--- src/rtl/hs_elastic_fifo.sv ---
// hs_elastic_fifo: multi-entry valid/ready FIFO with registered forward and backward paths.
// in_ready/out_valid decode only from the occupancy register, so out_ready never reaches in_ready.
module hs_elastic_fifo #(
    parameter int unsigned WIDTH       = 1,
    parameter int unsigned DEPTH       = 4,
    parameter int unsigned AFULL_LEVEL = DEPTH - 1
) (
    input  logic                       clk_core,
    input  logic                       rst_core_n,
    input  logic                       flush_req,
    output logic                       stall,
    input  logic [WIDTH-1:0]           in,
    input  logic                       in_valid,
    output logic                       in_ready,
    output logic [WIDTH-1:0]           out,
    output logic                       out_valid,
    input  logic                       out_ready,
    output logic [$clog2(DEPTH+1)-1:0] level,
    output logic                       almost_full
);

    localparam int unsigned PW = $clog2(DEPTH);
    localparam int unsigned CW = $clog2(DEPTH + 1);

    logic [PW-1:0]    wr_ptr_q, wr_ptr_d;
    logic [PW-1:0]    rd_ptr_q, rd_ptr_d;
    logic [CW-1:0]    count_q, count_d;
    logic [WIDTH-1:0] mem_q [DEPTH];
    logic             push, pop;

    assign in_ready    = (count_q != CW'(DEPTH));
    assign out_valid   = (count_q != '0);
    assign stall       = ~in_ready;
    assign level       = count_q;
    assign almost_full = (count_q >= CW'(AFULL_LEVEL));
    assign out         = mem_q[rd_ptr_q];

    assign push = in_valid & in_ready;
    assign pop  = out_valid & out_ready;

    // Explicit wrap keeps non-power-of-two depths inside the storage range.
    always_comb begin
        wr_ptr_d = wr_ptr_q;
        rd_ptr_d = rd_ptr_q;
        count_d  = count_q;
        if (flush_req) begin
            wr_ptr_d = '0;
            rd_ptr_d = '0;
            count_d  = '0;
        end else begin
            if (push) begin
                wr_ptr_d = (wr_ptr_q == PW'(DEPTH - 1)) ? '0 : wr_ptr_q + PW'(1);
            end
            if (pop) begin
                rd_ptr_d = (rd_ptr_q == PW'(DEPTH - 1)) ? '0 : rd_ptr_q + PW'(1);
            end
            if (push && !pop) begin
                count_d = count_q + CW'(1);
            end else if (pop && !push) begin
                count_d = count_q - CW'(1);
            end
        end
    end

    always_ff @(posedge clk_core or negedge rst_core_n) begin
        if (!rst_core_n) begin
            wr_ptr_q <= '0;
            rd_ptr_q <= '0;
            count_q  <= '0;
        end else begin
            wr_ptr_q <= wr_ptr_d;
            rd_ptr_q <= rd_ptr_d;
            count_q  <= count_d;
        end
    end

    always_ff @(posedge clk_core) begin
        if (push && !flush_req) begin
            mem_q[wr_ptr_q] <= in;
        end
    end

    assert property (@(posedge clk_core) disable iff (!rst_core_n)
        count_q <= CW'(DEPTH));
    assert property (@(posedge clk_core) disable iff (!rst_core_n)
        (count_q == CW'(DEPTH) || count_q == '0) |-> (wr_ptr_q == rd_ptr_q));

endmodule

--- config.mk ---
export PLATFORM = sky130hd
export DESIGN_NAME = hs_elastic_fifo
export DESIGN_NICKNAME = d
export VERILOG_FILES = /design/src/rtl/hs_elastic_fifo.sv
export SDC_FILE = /design/constraint.sdc
export NUM_CORES = 1
export LEC_CHECK = 0
export CAP_MARGIN = 30
export CORE_MARGIN = 2
export CORE_UTILIZATION = 49
export DETAILED_ROUTE_END_ITERATION = 8
export PLACE_DENSITY = 0.76
export SETUP_SLACK_MARGIN = 0.05
export SYNTH_ARGS = -nofsm -noshare
export SYNTH_HDL_FRONTEND = slang
export SYNTH_SLANG_ARGS = --single-unit
--- constraint.sdc ---
create_clock -name clk_core -period 2.3 [get_ports clk_core]
set_input_delay 0.46 -clock clk_core [delete_from_list [all_inputs] [get_ports clk_core]]
set_output_delay 0.46 -clock clk_core [all_outputs]
set_load 0.005 [all_outputs]
==> impl_metrics.ini, run 1 <==
[placed_design]
placed_area_um2 = 908.4
portBuffers = 13
dp_hpwl_um = 1199
gp_congestion = 0.7685
dp.cells = 100

[synthesis]
syn_inst = 68
yosysTopAreaCellShare = 0.2385
async_flop_share = 0.6364
syn_avg_cell_area_um2 = 10.80
synth_edf_count = 4
synth_cell_type_count = 32
synth_ff_type = dfrtp_1
syn_area_um2 = 734.5
synth_area_leaders = dfrtp_1 (24%), edfxtp_1 (16%), ha_1 (8.5%)
yosysSeqAreaShare = 0.4020
synth.largest_area_cell = dfrtp_1
ys_warn_count = 0
syn_nets = 80
ys_ff_latch = 11

[global_route]
grt_use_met1 = 0.2622
gr-usage-met3 = 0.02979
antenna_found_initial = 0
overflow = 0
grt_pass1_vias = 591
grt-busiest-layer = met2
grt_usage = 0.2036
grt_use_met2 = 0.3273
grt_max_degree = 10
grt_pass1_wl_um = 2711

[setup_path]
required_ns = 1.84
ff2ff_setup_slack_ns = 0.21
cp_data_arrival_time_ns = 1.68
crit_fanout = 6
r2r_cells = 7
worstSetupStartpoint = level[1]
startpoint_type = flip-flop
crit_path_end_kind = output pin
worstSetupPathType = flip-flop to output pin
worstReg2RegStart = level[1]

[power_and_ir_drop]
p_per_area_nw_per_um2 = 947.1
peakVddDrop_uv = 475.4
power_leakage_nw = 0.4228

[cells_and_area]
fin_cells = 104
drive_gt1_frac = 0.2360
final_area_um2 = 939.7
utilization = 0.6960
layout.nets = 102
diodes = 0
syn_to_final_growth_pct = 27.94

[clocking]
clkSinkCount = 11
htree_levels = 1
numCtsBuffers = 3
clk_pin_slew_ns = 0.07
postCtsSetupBuffers = 0
clock-root-buffer = clkbuf_4
insertion_delay_ns = 0.27
clockBufferDepth = 2
tritoncts = yes

[sta]
fin_tns_setup_ns = 0
worstMarginPinSlew_ns = 0.5047
grt_setup_unrepaired = false
whs_ns = 0.4707
skew_ns = 0.001505
fmax_mhz = 467.1
period_share = 0.9307
slew_viol_final = 0
slew_headroom = 0.6607
setup_violations = 0
finalHoldViolCount = 0
min_period_ns = 2.141

[detailed_routing]
drt_wl_total_um = 1653
drt-initial-drc-count = 21
wl_per_cell_um = 15.89
ant_nets = 0
via_per_inst = 5.856
drt_pass1_iterations = 4
vias = 609
drc = 0

[worst_hold_path]
hold_path_class = input pin to async pin

[floorplanning]
core_um2 = 1350
die_h_um = 42.72
rows = 13
start_util = 0.5440
floorplan.die_area_um2 = 1825
ioPinCount = 14
fp.dieW_um = 42.72

[outcome]
status = complete, no violations

[job]
drv_cap = 0
placed cells by master, fill, tap and decap left out, types with 2 or more instances in the layout:
cell | netlist | routed
ha_1 | 5 | 5
nor2_1 | 8 | 8
and2_1 | 4 | 4
edfxtp_1 | 4 | 4
mux2i_1 | 3 | 3
buf_4 | 1 | 8
clkdlybuf4s50_1 | 0 | 12
clkbuf_4 | 0 | 3
a21oi_1 | 3 | 3
inv_1 | 5 | 5
dfrtp_1 | 7 | 7
nor3_1 | 2 | 2
mux2_2 | 2 | 2
nand3b_1 | 2 | 2
o21ai_0 | 2 | 2
cells by family (layout without fill, tap and decap cells):
group                      after synthesis  after routing  synth area share
and+or+nand+nor                         23             23            0.1789
AOI/OAI and AO/OA                       12             12            0.1261
DFF                                     11             11            0.4021
buffers and inverters                   10             31           0.07836
adders and majority gates                6              6            0.1124
muxes                                    6              6            0.1022
repair_timing:
| item | in CTS | in global routing |
|---|---|---|
| resized for setup | 0 | 2 |
| setup endpoints to repair | 0 | 2 |
| hold buffers | 0 | 0 |
through the flow:
step | total power, W | setup WS [ns]
after detailed placement | 0.0007537 | -0.03123
after CTS | 0.0008915 | 0.07627
after global placement | 0.0007313 | 0.02583
after global routing | 0.0009526 | 0.05981
after floorplan | 0.0005571 | 0.1191
final | 0.0008899 | 0.1593
registers in the layout (all words and copies together) (netlist names):
name	cells
mem_q	4
level	3
rd_ptr_q	2
wr_ptr_q	2
path summary, 6_finish.rpt:
path | end
setup / recovery | stall
hold / removal | rd_ptr_q[1]
setup reg to reg | level[2]
hold reg to reg | rd_ptr_q[1]
max in group asynchronous | level[0]
min in group clk_core | rd_ptr_q[1]
per-layer routing:
metal	vias up	routed length, um
met5	-	0
met4	0	19
met3	4	68
met2	23	864
met1	298	701
li1	284	-
final cells by class:
type | instances | area, um^2
fill | 116 | 410.4
clock buffer | 4 | 26.28
multi-input combinational | 47 | 384.1
timing repair buffer | 21 | 192.7
tap | 15 | 18.77
inverter | 6 | 22.52
sequential | 11 | 295.3
synth_stat cells (2+ instances only):
library cell / number
a21oi_1: 3
and2_1: 4
buf_6: 2
dfrtp_1: 7
edfxtp_1: 4
ha_1: 5
inv_1: 5
mux2_2: 2
mux2i_1: 3
nand3b_1: 2
nor2_1: 8
nor3_1: 2
o21ai_0: 2
worst max-delay path, stage by stage (launching register included):
cell and delay, ns:
dfrtp_1 0.38, or3b_4 0.42, inv_2 0.11, clkdlybuf4s50_1 0.51
report_power, final:
group | leakage, nW | switching, W | internal (W) | total (W)
logic | 0.278 | 0.000217 | 0.000271 | 0.000489
registers | 0.130 | 0.0000279 | 0.000239 | 0.000267
clock network | 0.0150 | 0.0000674 | 0.0000671 | 0.000134
total | 0.423 | 0.000312 | 0.000578 | 0.000890
Note: power is estimated with default switching activity, not from simulation.
==> inputs of run 2 (changes only) <==
--- a/config.mk
+++ b/config.mk
@@ -5,6 +5,7 @@
 export SDC_FILE = /design/constraint.sdc
 export NUM_CORES = 1
 export LEC_CHECK = 0
+export ABC_AREA = 0
 export CAP_MARGIN = 30
 export CORE_MARGIN = 2
 export CORE_UTILIZATION = 49
==> results of run 2 <==
Final layout, timing and power as in run 1 (identical DEF).
==> inputs of run 3 (changes only) <==
--- a/config.mk
+++ b/config.mk
@@ -12,6 +12,7 @@
 export DETAILED_ROUTE_END_ITERATION = 8
 export PLACE_DENSITY = 0.76
 export SETUP_SLACK_MARGIN = 0.05
+export SKIP_CTS_REPAIR_TIMING = 1
 export SYNTH_ARGS = -nofsm -noshare
 export SYNTH_HDL_FRONTEND = slang
 export SYNTH_SLANG_ARGS = --single-unit
==> results of run 3 <==
Final layout, timing and power as in run 1 (identical DEF).
==> edit: new RTL, flow settings as in run 1 <==
Set the parameter `DEPTH` to 8 (it was 4).
--- a/src/rtl/hs_elastic_fifo.sv
+++ b/src/rtl/hs_elastic_fifo.sv
@@ -3,5 +3,5 @@
 module hs_elastic_fifo #(
     parameter int unsigned WIDTH       = 1,
-    parameter int unsigned DEPTH       = 4,
+    parameter int unsigned DEPTH       = 8,
     parameter int unsigned AFULL_LEVEL = DEPTH - 1
 ) (
Ports: changed (resized level); port bits go from 14 to 15. No check against the original RTL was run, so the function may have changed too.
==> edit against run 1 <==
Routed wire length is 38% higher. Clock power is 43% higher. Total power is 79% higher. Die area is 39% higher. Final area is 55% higher. Setup slack worse by 0.12 ns. Synthesized cell count is 44% higher. Clock skew is 0.0064 ns higher. Combinational power is 97% higher. Via count is 43% higher. Non-clock buffer count is 10 higher. Sequential cell count is 7 higher. Sequential share of layout area is 2.5 points higher. Area after synthesis is 44% higher.
==> edit: results (changes against run 1) <==
Parameter                              Value

STA
  Clock skew after layout ... 0.007941 ns (+0.006436 ns)
  Worst slew slack as a fraction of its limit ... 67.86% (+1.8 points)

Run status
  Outcome ... finished, final reports clean

Drt
  Length of routed wiring on met1 ... 1.018 mm (+45%)
  Final wirelength ... 2.286 mm (+38%)
  Total via count after detailed routing ... 871 (+43%)
  Drt first-iter violations ... 17 (-19%)
  Wire length on met2 ... 1.167 mm (+35%)

Synthesis
  Adder-cell share of the synthesized area ... 8.994% (-2.2 points)
  Distinct cells, synth ... 37 (+16%)
  Mux cell area share after synthesis ... 8.166% (-2.1 points)
  Xor/xnor share of the synthesized area ... 1.657% (+1.7 points)
  Number of flops mapped to enable cells by yosys ... 8 (+4)

Placed design
  Placed Cells ... 145 (+45%)
  Final estimated routing congestion in global placement ... 0.7371 (-4.1%)
  Setup slack at placement ... -0.06484 ns (-0.03361 ns)
  Cell area reported after detailed placement ... 1304 sq um (+44%)
  Port Buf Inserts ... 14 (+1)

Setup path
  Peak fanout along the critical path ... 5 (-1)
  CP top delay family ... simple AND/OR/NAND/NOR gates
  Path depth of the worst reg2reg path ... 9 (+2)
  Arr. time, crit path ... 1.80 ns (+0.12 ns)

Cells and area
  Non-filler instance count after layout ... 155 (+49%)
  Nets ... 142 (+39%)
  Number of flip-flops and latches ... 18 (+7)
  Flip-flop count of the largest register after layout ... 8 (+4)
  Multi-In Gates ... 70 (+49%)
  Number of fill cells ... 146 (+26%)
  Layout buffer count excluding clock buffers ... 31 (+48%)

Clock network
  Number of buffers inserted to repair setup after CTS ... 6 (+6)
  Worst-path clk slew ... 0.11 ns (+0.04 ns)

Global route
  Met1 layer usage reported by global route ... 26.67% (+0.45 points)
  Met2 routing resource usage after global routing ... 33.77% (+1.0 points)

Power
  Maximum VDD drop ... 808.2 uV (+70%)
  Leak pwr ... 0.5872 nW (+39%)
edit: changes by cell type in the layout (fill, tap and decap cells not counted), sizes merged, moves of 4 or more:
| cell | run 1 | this run |
|---|---|---|
| buf | 8 | 17 |
| nand2 | 1 | 8 |
| and2 | 4 | 0 |
| edfxtp | 4 | 8 |
| nor2 | 8 | 12 |
edit: power groups by stage:
stage          Sequential (mW)  Combinational [mW]  Clock [mW]
3_5_place_dp             0.441               0.755           0
6_report                 0.435               0.964       0.191
4_1_cts                  0.431               0.890       0.193
2_1_floorplan            0.458               0.437           0
5_1_grt                  0.442                1.05       0.208
3_3_place_gp             0.439               0.736           0
edit: path summary, 6_finish.rpt:
path                             start     endpoint  slack, ns
min in group clk_core      wr_ptr_q[0]  wr_ptr_q[0]       0.58
hold / removal              rst_core_n     level[0]       0.49
hold reg to reg            wr_ptr_q[0]  wr_ptr_q[0]       0.58
setup reg to reg              level[2]     level[3]       0.06
setup / recovery              level[2]     in_ready       0.04
max in group asynchronous   rst_core_n  rd_ptr_q[0]       1.47
